$ cat src/rtl/qpsk_pkg.sv
`default_nettype none
// qpsk_pkg: shared constants, output word type and decision helper for the QPSK RX packer.
// Rev 1.0
package qpsk_pkg;

  // Nominal TX amplitudes for a 1 bit and a 0 bit.
  localparam logic [15:0] ONE  = 16'h6665;
  localparam logic [15:0] ZERO = 16'h999B;

  localparam int SYMS_PER_WORD = 16;
  localparam int BITS_PER_SYM  = 2;
  localparam int WORD_W        = SYMS_PER_WORD * BITS_PER_SYM;
  localparam int CNT_W         = 4;
  localparam int NSYM_W        = 5;

  localparam int I_MSB = 31;
  localparam int I_LSB = 16;
  localparam int Q_MSB = 15;
  localparam int Q_LSB = 0;

  typedef struct packed {
    logic [WORD_W-1:0] data;
    logic              last;
    logic [NSYM_W-1:0] nsym;
  } word_t;

  // Non-negative (including exact zero) decides 1 before optional inversion.
  function automatic logic decide(input logic sign, input logic invert);
    return ~sign ^ invert;
  endfunction

endpackage
`default_nettype wire

$ cat src/rtl/qpsk_slicer.sv
`default_nettype none
// qpsk_slicer: combinational hard decision of one {I,Q} sample into a {bI,bQ} bit pair.
// Rev 1.0
module qpsk_slicer
  import qpsk_pkg::*;
#(
  parameter logic INVERT_I = 1'b0,
  parameter logic INVERT_Q = 1'b0
) (
  input  logic [31:0] i_sample,
  output logic [1:0]  o_bits
);

  // Only the sign bits matter; magnitudes are deliberately dropped.
  logic w_unused_mag;
  assign w_unused_mag = ^{i_sample[I_MSB-1:I_LSB], i_sample[Q_MSB-1:Q_LSB]};

  assign o_bits = {decide(i_sample[I_MSB], INVERT_I),
                   decide(i_sample[Q_MSB], INVERT_Q)};

endmodule
`default_nettype wire

$ cat src/rtl/qpsk_symbol_packer.sv
`default_nettype none
// qpsk_symbol_packer: sign-slices {I,Q} samples and packs 16 symbols MSB-first per 32-bit word.
// Rev 1.0
module qpsk_symbol_packer
  import qpsk_pkg::*;
#(
  parameter logic INVERT_I = 1'b0,
  parameter logic INVERT_Q = 1'b0
) (
  input  logic              clk,
  input  logic              reset,
  input  logic [31:0]       in_tdata,
  input  logic              in_tlast,
  input  logic              in_tvalid,
  output logic              in_tready,
  output logic [31:0]       out_tdata,
  output logic              out_tlast,
  output logic [NSYM_W-1:0] out_nsym,
  output logic              out_tvalid,
  input  logic              out_tready
);

  logic [1:0]        w_bits;
  logic              w_last_sym;
  logic              w_accept;
  logic              w_complete;
  logic [WORD_W-1:0] w_sr_next;

  logic [CNT_W-1:0]  r_cnt;
  logic [WORD_W-1:0] r_sr;
  word_t             r_out;
  logic              r_out_valid;

  qpsk_slicer #(
    .INVERT_I (INVERT_I),
    .INVERT_Q (INVERT_Q)
  ) u_slicer (
    .i_sample (in_tdata),
    .o_bits   (w_bits)
  );

  assign w_last_sym = (r_cnt == CNT_W'(SYMS_PER_WORD - 1)) || in_tlast;

  // Only a completing beat needs the output register, so only it can stall.
  assign in_tready  = !(r_out_valid && !out_tready && w_last_sym);
  assign w_accept   = in_tvalid && in_tready;
  assign w_complete = w_accept && w_last_sym;

  // Symbols are placed left-aligned so a short word needs no final shift.
  assign w_sr_next = r_sr | ({w_bits, {(WORD_W - BITS_PER_SYM){1'b0}}} >> {r_cnt, 1'b0});

  always_ff @(posedge clk or posedge reset) begin
    if (reset) begin
      r_cnt <= '0;
      r_sr  <= '0;
    end else if (w_accept) begin
      if (w_complete) begin
        r_cnt <= '0;
        r_sr  <= '0;
      end else begin
        r_cnt <= r_cnt + 1'b1;
        r_sr  <= w_sr_next;
      end
    end
  end

  always_ff @(posedge clk or posedge reset) begin
    if (reset) begin
      r_out       <= '0;
      r_out_valid <= 1'b0;
    end else if (w_complete) begin
      r_out.data  <= w_sr_next;
      r_out.last  <= in_tlast;
      r_out.nsym  <= NSYM_W'(r_cnt) + 5'd1;
      r_out_valid <= 1'b1;
    end else if (out_tready) begin
      r_out_valid <= 1'b0;
    end
  end

  assign out_tdata  = r_out.data;
  assign out_tlast  = r_out.last;
  assign out_nsym   = r_out.nsym;
  assign out_tvalid = r_out_valid;

endmodule
`default_nettype wire

$ cat config.mk
export PLATFORM = sky130hd
export DESIGN_NAME = qpsk_symbol_packer
export DESIGN_NICKNAME = d
export VERILOG_FILES = /design/src/rtl/qpsk_pkg.sv /design/src/rtl/qpsk_slicer.sv /design/src/rtl/qpsk_symbol_packer.sv
export SDC_FILE = /design/constraint.sdc
export NUM_CORES = 1
export LEC_CHECK = 0
export ABC_AREA = 1
export CAP_MARGIN = 20
export CORE_MARGIN = 1
export CORE_UTILIZATION = 50
export CTS_CLUSTER_SIZE = 12
export DETAILED_ROUTE_END_ITERATION = 7
export MAX_ROUTING_LAYER = met4
export PLACE_DENSITY = 0.79
export SKIP_LAST_GASP = 1
export SLEW_MARGIN = 20
export SYNTH_ARGS = -nofsm -noshare
export SYNTH_HDL_FRONTEND = slang
export SYNTH_SLANG_ARGS = --single-unit
export TNS_END_PERCENT = 20
$ cat constraint.sdc
create_clock -name clk -period 2.95 [get_ports clk]
set_input_delay 0.295 -clock clk [delete_from_list [all_inputs] [get_ports clk]]
set_output_delay 0.295 -clock clk [all_outputs]
set_load 0.03 [all_outputs]
# [After elaboration in Yosys (flattened, before gate mapping)]
# Index checks and enable logic that the tools add are counted.
[totals] inputBits=37 reg_bits=75 elab_cells=25 output_inout_bits=40
[op_classes] n_bitwise=3 n_reduce_logical=8 add_sub_neg=2 eq_ne=1 n_shift=1 muxes=4
[ops] cell="2-to-1 mux 32 bit" n=1
[ops] cell="OR 32 bit" n=1
[ops] cell="right shift 32 x 5 -> 32 bit" n=1
[ops] cell="adder 4 x 1 -> 5 bit (second input constant)" n=1
[ops] cell="adder 4 x 1 -> 4 bit (second input constant)" n=1
[ops] cell="== test 4 bit (second input constant)" n=1
[ops] cell="logical AND 1 bit" n=4
[ops] cell="2-to-1 mux 4 bit" n=1
[ops] cell="logical NOT 1 bit" n=2
[ops] cell="2-to-1 mux 1 bit" n=2
[ops] cell="inverter 1 bit" n=2
[ops] cell="nonzero test 2 bit" n=1
[ops] cell="logical OR 1 bit" n=1

# [Depth between registers and ports, before layout]
# Gate-level depths: netlist (run 1).
[logic_depth] word_depth=7 ltp_mapped=8 depth_no_buf=7

# [Cells and area by module]
# A second synthesis (run 1) with hierarchy kept.
[hier_totals] cells_unflattened=434 area_unflattened_um2=3503.4
[modules_own_cells] module="qpsk_symbol_packer" area_per_inst_um2=3495.9 cells_each=432 instances=1 seq_area_each_um2=1876.8
[modules_own_cells] module="qpsk_slicer" area_per_inst_um2=7.5 cells_each=2 instances=1 seq_area_each_um2=0.0

# [Worst setup path before layout (run 1)]
# Ideal clock, no wire load.
[synth_path] kind="reg-to-output" from="register r_cnt[0]" to="output in_tready" path_stages_with_launch=6 path_buffers=1 slack_ps=1488 required_ps=2655 arrival_time_ps=1167 path_cell_list="dfrtp_1 -> ha_1 -> nand3_2 -> nand2_2 -> nand2_1 -> buf_2"
[synth_between] elab_chain_cells=4
[synth_lines] element="from (decl)" line="qpsk_symbol_packer.sv:29" source="logic [CNT_W-1:0] r_cnt;"
[synth_lines] element="from (signal assigned)" line="qpsk_symbol_packer.sv:61" source="r_cnt <= r_cnt + 1'b1;"
[synth_lines] element="== test 4 bit" line="qpsk_symbol_packer.sv:42" source="assign w_last_sym = (r_cnt == CNT_W'(SYMS_PER_WORD - 1)) || in_tlast;"
[synth_lines] element="logical OR 1 bit" line="qpsk_symbol_packer.sv:42"
[synth_lines] element="logical AND 1 bit" line="qpsk_symbol_packer.sv:45" source="assign in_tready = !(r_out_valid && !out_tready && w_last_sym);"
[synth_lines] element="logical NOT 1 bit" line="qpsk_symbol_packer.sv:45"
[synth_lines] element="to (decl)" line="qpsk_symbol_packer.sv:15" source="output logic in_tready,"
# Every way passes these cells.

# [Final worst setup path (run 1)]
# Same ends and word-level chain as after synthesis.

==> impl_metrics.toml, run 1 <==
[synth]
yosys.area_share.simple_pct = 28.0
syn_nets = 457
synthFlopType = "dfrtp_1"
muxShareOfSynthArea_pct = 0
seq_area_frac_synth_pct = 54.8
netlist_area_mm2 = 0.00342
synth_top_area_cell = "dfrtp_1"
ys_warn_count = 0
yosys-top-cells-area = "dfrtp_1 55%, nand2_1 19%, a21oi_1 4.7%"
synth_top_area_share_pct = 54.8
synth_edf_count = 0
synth_commonest_cells = "174 x nand2_1, 75 x dfrtp_1, 32 x a21oi_1, 32 x nor2_1, 30 x inv_1"
synthArstFlopShare_pct = 100
synth-compound-area-share_pct = 8.81
synth_xor_area_share_pct = 0.256
synth_cell_types = 22
synth_top_family_by_area = "simple AND/OR/NAND/NOR gates"
ys_seq_elements = 75
synth.most_common_cell = "nand2_1"
syn_inst = 419
postSynthAreaPerCell_um2 = 8.17
synthAdderAreaFrac_pct = 0.365

[clock_tree]
numCtsBuffers = 9
ctsHtreeMaxLevel = 3
clk_path_buf_depth = 2
post-cts-setup-buffers = 0
clock-root-buffer = "clkbuf_8"
path_clk_slew_ns = 0.08
clk_latency_ns = 0.35
hold_buffers = 0
cts_tree = "done"
cts_resized = 0
clock_sinks = 75

[global_route]
grt_pass1_vias = 2778
grt_use_total_pct = 23.6
grt-ovfl-total = 0
grt_max_degree = 76
antenna_found_initial = 0
grt_first_pass_wirelength_um = 13000

[setup_path]
cp.required_ns = 2.65
critPathTopFamily = "buffers and inverters"
worstSetupStartpointType = "flip-flop"
slowest_stage = "clkdlybuf4s50_1"
slowest_delay_ns = 0.67
worstSetupPathType = "flip-flop to output port"
path_cells = "ha_1 -> nand3_2 -> nand2_2 -> nand2_1 -> clkdlybuf4s50_1"
end_kind = "output port"
critical_path.max_fanout = 7
crit_buf_inv = 1
critPathArrivalTime_ns = 2.04
reg2reg_depth = 7
crit_cells = 5

[final_layout]
synthToLayoutAreaGrowth_pct = 20.5
final_area_mm2 = 0.00412
num-nets-final = 497
n_antenna_cell = 0
layout-drive-gt1-share_pct = 7.11

[placed_design]
portBuffers = 46
post_dp_cell_area_mm2 = 0.00390
routabilityCongestion = 0.830
hpwl_um = 4720

[detailed_routing]
drc = 4
routed_wl_um = 7400
vias_per_cell = 5.26
drtIter0Drc = 256
drtAntennaViolNets = 0
firstDrtPassIters = 7
vias = 2845
wl_per_cell_um = 13.7

[timing]
setup_violations = 0
fmax_mhz = 428
fin_skew_ns = 0.00888
worst_slew_pin_slew_ns = 0.519
period_minus_slack_ns = 2.34
maxSlewHeadroom_pct = 65.4
finalHoldViolCount = 0
rsz0062_at_grt = "false"
fin_tns_setup_ns = 0
drv_slew = 0
fin_crit_sh_pct = 79.2

[flow_run]
maxCapViolCount = 0

[floorplan]
core_region_area_mm2 = 0.00649
start_util_pct = 52.7
die-area_mm2 = 0.00718
rows = 29
io_pins = 77
die_y_um = 84.7
die_w_um = 84.7

[run_status]
status = "finished, violations left"
violations = "DRC"

[power]
combPwrFrac_pct = 16.8
power_density_mw_per_mm2 = 588
seq_power_share_pct = 46.3
report.power.total_w = 0.00243
ir_worst_vdd_mv = 0.267
netSwitchingFraction_pct = 28.2
pwr-share-clk_pct = 37.0
switchingPower_w = 0.000684
internal-power_w = 0.00174
leakage_nw = 2.06

[min_path]
worstHoldPathType = "input pin to async pin"
## registers in the layout, summed over array words and instances (netlist names)
name and flops:
out_tdata 32, out_tvalid 1, r_cnt 4, r_sr 32
out_nsym 5, out_tlast 1
## path summary, 6_finish.rpt
path	start	slack [ns]	endpoint
max in group asynchronous	reset	2.28	out_tdata[31]$_DFFE_PP0P_
min reg2reg	out_tdata[7]$_DFFE_PP0P_	0.48	out_tdata[7]$_DFFE_PP0P_
max	r_cnt[0]$_DFFE_PP0P_	0.61	in_tready
min	reset	0.34	out_tdata[1]$_DFFE_PP0P_
max reg2reg	r_cnt[0]$_DFFE_PP0P_	0.67	out_tdata[26]$_DFFE_PP0P_
min in group clk	out_tdata[7]$_DFFE_PP0P_	0.48	out_tdata[7]$_DFFE_PP0P_
## through the flow
step                      setup slack, ns  std cells  hold slack [ns]  utilization (%)
after CTS                           0.610        541            0.369             63.5
after detailed placement            0.706        525            0.464             60.0
after floorplan                     0.745        419            0.457                -
after global placement              0.741        525            0.463             60.0
final                               0.613        541            0.342             63.5
after global routing                0.437        541            0.416             63.5
## cell type report
type,instances,area [um2]
clock inverters,4,72.6
clock buffers,12,155
fillers,547,2370
repair buffers,52,518
well taps,77,96.3
inverters,33,124
flip-flops and latches,75,1880
multi-input cells,288,1280
## worst min-delay path, cell delays in order
cell and delay, ns:
clkdlybuf4s50_1 0.41, inv_2 0.07, buf_12 0.32
## cells in the final DEF (no fill, tap or decap), drive strengths merged
master,n
a21oi,32
nand4,17
clkinv,1
clkinvlp,1
nor2,34
xor2,1
o21bai,12
nand3,8
ha,1
dfrtp,75
nand2,175
inv,33
clkbuf,12
bufinv,2
clkdlybuf4s50,46
o21ai,8
buf,6
## power by group through the flow
stage / clock (W) / combinational [W] / sequential (W)
floorplan: 0 / 0.000203 / 0.00121
global placement: 0 / 0.000403 / 0.00114
detailed placement: 0 / 0.000408 / 0.00114
CTS: 0.000907 / 0.000410 / 0.00112
global route: 0.000955 / 0.000449 / 0.00113
finish: 0.000897 / 0.000407 / 0.00112
## per-layer routing
layer	vias to the layer above	global-route usage [%]	routed length [um]
met4	0	7.09	101
met2	85	36.9	3530
li1	1395	-	-
met3	13	4.72	380
met1	1352	31.5	3390
met5	-	-	0
## kinds of logic (layout without fill, tap and decap cells)
| family | Yosys count | after routing |
|---|---|---|
| compound gates | 52 | 52 |
| simple gates | 234 | 234 |
| buf+inv | 56 | 101 |
| xor+xnor | 1 | 1 |
| fa+ha+maj | 1 | 1 |
| flops | 75 | 75 |
(Power assumes the default switching activity.)
==> run 2: changes to the inputs <==
==> constraint.sdc (replaced) <==
create_clock -name clk -period 2.33 [get_ports clk]
set_input_delay 0.233 -clock clk [delete_from_list [all_inputs] [get_ports clk]]
set_output_delay 0.233 -clock clk [all_outputs]
set_load 0.03 [all_outputs]
==> run 2 against run 1 <==
The run still ends with DRC left. Sequential power is 27% higher. Routed wire length is 2.7% lower. Worst hold slack worse by 0.14 ns. Critical path type is now flip-flop to flip-flop.
==> impl_metrics.toml, run 2 (synthesis gave the netlist of run 1 again) <==
[timing]
drv_slew = 0
finalHoldViolCount = 0
setup_violations = 0
fin_tns_setup_ns = 0
period_minus_slack_ns = 1.95
hold_slack_ns = 0.204
rsz0062_at_grt = "false"
fin_skew_ns = 0.00645
worst_slew_pin_slew_ns = 0.738
setup_ws_ns = 0.380
fin_crit_sh_pct = 83.7
fmax_mhz = 513
maxSlewHeadroom_pct = 50.8

[floorplan]
rows = 29
start_util_pct = 52.7
die-area_mm2 = 0.00718
io_pins = 77
core_region_area_mm2 = 0.00649
die_y_um = 84.7
die_w_um = 84.7

[setup_path]
reg2reg_depth = 7
timing.rr.end = "r_sr[11]$_DFFE_PP0P_"
worstSetupStartpointType = "flip-flop"
endpoint = "r_sr[11]$_DFFE_PP0P_"
rrSetupSlack_ns = 0.38
worstSetupPathType = "flip-flop to flip-flop"
critPathArrivalTime_ns = 2.21
crit_start = "r_cnt[0]$_DFFE_PP0P_"
r2r-start = "r_cnt[0]$_DFFE_PP0P_"
end_kind = "flip-flop"
critical_path.max_fanout = 76
cp.required_ns = 2.59

[detailed_routing]
drtIter0Drc = 264
routed_wl_um = 7200
drtAntennaViolNets = 0
drc = 3
vias_per_cell = 5.20
wl_per_cell_um = 13.3
firstDrtPassIters = 8
vias = 2814

[clock_tree]
post-cts-setup-buffers = 0
clock-root-buffer = "clkbuf_8"
clk_path_buf_depth = 2
hold_buffers = 0
cts_resized = 0
ctsHtreeMaxLevel = 3
numCtsBuffers = 9
clock_sinks = 75
cts_tree = "done"
clk_latency_ns = 0.33
path_clk_slew_ns = 0.07

[run_status]
status = "finished, violations left"
violations = "DRC"

[global_route]
grt_use_total_pct = 22.5
grt_pass1_vias = 2671
grt_first_pass_wirelength_um = 12400
antenna_found_initial = 0
grt_max_degree = 77
grt-ovfl-total = 0

[power]
leakage_nw = 2.04
power_density_mw_per_mm2 = 687
ir_worst_vdd_mv = 0.311

[final_layout]
fill_cells = 539
layout.cells.most_common = "nand2_1"
synthToLayoutAreaGrowth_pct = 18.6
layout-drive-gt1-share_pct = 7.11
final_cell_mix = "174 x nand2_1, 75 x dfrtp_1, 45 x clkdlybuf4s50_1"
n_antenna_cell = 0
num-nets-final = 498

[placed_design]
hpwl_um = 4660
routabilityCongestion = 0.829
place_ws_ns = 0.394
portBuffers = 46

[min_path]
worstHoldPathType = "input pin to async pin"

[flow_run]
maxCapViolCount = 0
[run 2: worst min path at each step]
stage / from / cells past startpoint / to / slack [ns]
after floorplan: in_tlast / 2 / out_tlast$_DFFE_PP0P_ / 0.40
after global placement: out_tdata[5]$_DFFE_PP0P_ / 2 / out_tdata[5]$_DFFE_PP0P_ / 0.46
after detailed placement: out_tdata[29]$_DFFE_PP0P_ / 2 / out_tdata[29]$_DFFE_PP0P_ / 0.46
after CTS: reset / 2 / out_tdata[10]$_DFFE_PP0P_ / 0.21
after global routing: reset / 2 / out_tdata[10]$_DFFE_PP0P_ / 0.23
final: reset / 2 / out_tdata[10]$_DFFE_PP0P_ / 0.20
[run 2: worst max-delay path: stages (launching register included)]
cell	delay, ns
dfrtp_1	0.47
ha_1	0.27
nand3_2	0.10
nand2_2	0.07
nand3_2	0.07
buf_4	0.59
nand2_1	0.12
a21oi_1	0.15
[run 2: stage by stage]
step	total power, W	util, %	area, um2	cells
detailed placement	0.00197	60.1	3900	526
global placement	0.00195	60.1	3900	526
finish	0.00279	62.5	4060	541
floorplan	0.00179	-	3420	419
global route	0.00292	62.5	4060	541
CTS	0.00281	62.5	4060	541
[run 2: report_power, final]
group | leakage (nW) | switching [W] | internal [W]
combinational | 0.920 | 0.000343 | 0.000174
clock | 0.0860 | 0.000443 | 0.000406
sequential | 1.03 | 0.0000519 | 0.00137
[run 2: cell type report]
class,count,area (um2),area share [%]
Clock buffer,12,145,3.57
Sequential cell,75,1880,46.2
Multi-Input combinational cell,288,1280,31.5
Clock inverter,3,15.0,0.370
Timing Repair Buffer,53,523,12.9
Inverter,33,124,3.05
Tap cell,77,96.3,2.37
[run 2: per-layer routing]
metal / routed length [um] / GRT usage (%) / part of all wire, % / vias up
li1: - / - / - / 1397
met1: 3380 / 30.7 / 47 / 1312
met2: 3320 / 34.4 / 46 / 91
met3: 382 / 3.93 / 5.3 / 14
met4: 107 / 7.55 / 1.5 / 0
met5: 0 / - / 0 / -
==> run 3: changes to the inputs <==
--- a/config.mk
+++ b/config.mk
@@ -8,11 +8,11 @@
 export ABC_AREA = 1
 export CAP_MARGIN = 20
 export CORE_MARGIN = 1
-export CORE_UTILIZATION = 50
+export CORE_UTILIZATION = 45
 export CTS_CLUSTER_SIZE = 12
 export DETAILED_ROUTE_END_ITERATION = 7
 export MAX_ROUTING_LAYER = met4
-export PLACE_DENSITY = 0.79
+export PLACE_DENSITY = 0.76
 export SKIP_LAST_GASP = 1
 export SLEW_MARGIN = 20
 export SYNTH_ARGS = -nofsm -noshare
==> constraint.sdc (replaced) <==
create_clock -name clk -period 1.58 [get_ports clk]
set_input_delay 0.158 -clock clk [delete_from_list [all_inputs] [get_ports clk]]
set_output_delay 0.158 -clock clk [all_outputs]
set_load 0.03 [all_outputs]
==> run 3 against run 2 <==
The run now ends clean. Clock skew rose by 0.0019 ns. Sequential share of layout area decreased by 2.4 points. Power rose by 59%. Clock-buffer cell count grew 1. Register-to-register slack worse by 0.32 ns. First-iteration DRC count fell by 28%. Final area grew 5.5%. Global-route usage decreased by 0.30 points. Largest cell class unchanged.
==> impl_metrics.toml, run 3 (synthesis gave the netlist of run 1 again) <==
[run_status]
status = "finished clean"

[detailed_routing]
drc = 0
vias_per_cell = 4.94
firstDrtPassIters = 4
drtIter0Drc = 190
wl_per_cell_um = 13.0
drtAntennaViolNets = 0
vias = 2854
routed_wl_um = 7530

[clock_tree]
numCtsBuffers = 9
clock-root-buffer = "clkbuf_8"
path_clk_slew_ns = 0.07
post-cts-setup-buffers = 0
clk_latency_ns = 0.35
clk_path_buf_depth = 2
cts_tree = "done"
ctsHtreeMaxLevel = 3
clock_sinks = 75
hold_buffers = 0

[setup_path]
worstSetupStartpointType = "flip-flop"
critical_path.max_fanout = 2
crit_buf_inv = 1
end_kind = "output port"
r2r-start = "r_cnt[0]$_DFFE_PP0P_"
critPathArrivalTime_ns = 1.40
path_cells = "clkdlybuf4s50_1"
critPathTopFamily = "buffers and inverters"
worstSetupPathType = "flip-flop to output port"
crit_start = "out_tdata[30]$_DFFE_PP0P_"
slowest_delay_ns = 0.70
cp.required_ns = 1.42
slowest_stage = "clkdlybuf4s50_1"

[final_layout]
seq_area_mm2 = 0.00188
fill_cells = 692
instances_no_fill = 578
synthToLayoutAreaGrowth_pct = 25.1
num-nets-final = 513
multiInputGateArea_mm2 = 0.00128
layout.cells.most_common = "nand2_1"
n_antenna_cell = 0
final_core_utilization_pct = 58.8
layout-drive-gt1-share_pct = 10.2
final_cell_mix = "173 x nand2_1, 75 x dfrtp_1, 42 x clkdlybuf4s50_1"

[placed_design]
hpwl_um = 5220
place_inst = 563
portBuffers = 46
routabilityCongestion = 0.892

[floorplan]
die_y_um = 89.2
io_pins = 77
start_util_pct = 46.9
core_region_area_mm2 = 0.00729
die-area_mm2 = 0.00796
rows = 31
die_w_um = 89.2

[timing]
fmax_mhz = 640
drv_slew = 0
period_minus_slack_ns = 1.56
rsz0062_at_grt = "true"
finalHoldViolCount = 0
fin_crit_sh_pct = 98.9
maxSlewHeadroom_pct = 76.3
worst_slew_pin_slew_ns = 0.355
fin_tns_setup_ns = 0
fin_skew_ns = 0.00835
setup_violations = 0

[global_route]
grt_use_total_pct = 22.2
antenna_found_initial = 0
grt_first_pass_wirelength_um = 12800
grt_max_degree = 36
grt_pass1_vias = 2777
grt-ovfl-total = 0

[power]
power_density_mw_per_mm2 = 1030
ir_worst_vdd_mv = 0.556
leakage_nw = 2.19

[min_path]
worstHoldPathType = "input pin to async pin"

[flow_run]
maxCapViolCount = 0
[run 3: metal layers]
layer / global-route usage [%] / wire (um) / vias up
met2: 34.1 / 3580 / 70
met5: - / 0 / -
li1: - / - / 1427
met4: 8.80 / 155 / 0
met1: 28.6 / 3500 / 1340
met3: 5.17 / 300 / 17
[run 3: final cells by class]
class                           instances  area share, %
Sequential cell                        75           43.8
Multi-Input combinational cell        288           30.0
Timing Repair Buffer                   68           15.8
Clock buffer                           13           3.71
Inverter                               33           3.04
Tap cell                               99           2.89
Clock inverter                          2          0.818
[run 3: repair_timing]
| action | CTS | global route |
|---|---|---|
| endpoints found under the hold margin | 0 | 0 |
| resized for setup | 3 | 4 |
| endpoints found under the setup margin | 37 | 35 |
[run 3: worst paths after layout]
path / depth (start not counted) / slack (ns) / end
worst max-delay path: 1 / 0.02 / out_tdata[30]
worst min-delay path: 2 / 0.13 / out_tdata[11]$_DFFE_PP0P_
worst max register to register: 7 / 0.06 / r_sr[16]$_DFFE_PP0P_
worst min register to register: 2 / 0.48 / out_tdata[7]$_DFFE_PP0P_
max in group asynchronous: 3 / 0.97 / r_sr[22]$_DFFE_PP0P_
min in group clk: 3 / 0.41 / out_tlast$_DFFE_PP0P_
[run 3: through the flow]
stage	hold WS, ns	cell area, um2	setup slack [ns]	total power [W]
6_report	0.133	4280	0.0174	0.00442
5_1_grt	0.150	4280	-0.0320	0.00463
3_3_place_gp	0.461	4070	-0.0200	0.00295
2_1_floorplan	0.326	3430	0.148	0.00264
3_5_place_dp	0.464	4070	-0.0688	0.00297
4_1_cts	0.128	4270	-0.00417	0.00446
[run 3: where the power goes]
group	internal [W]	total [W]	switching (W)
Sequential	0.00202	0.00209	0.0000620
Combinational	0.000319	0.000854	0.000535
Clock	0.000807	0.00148	0.000677
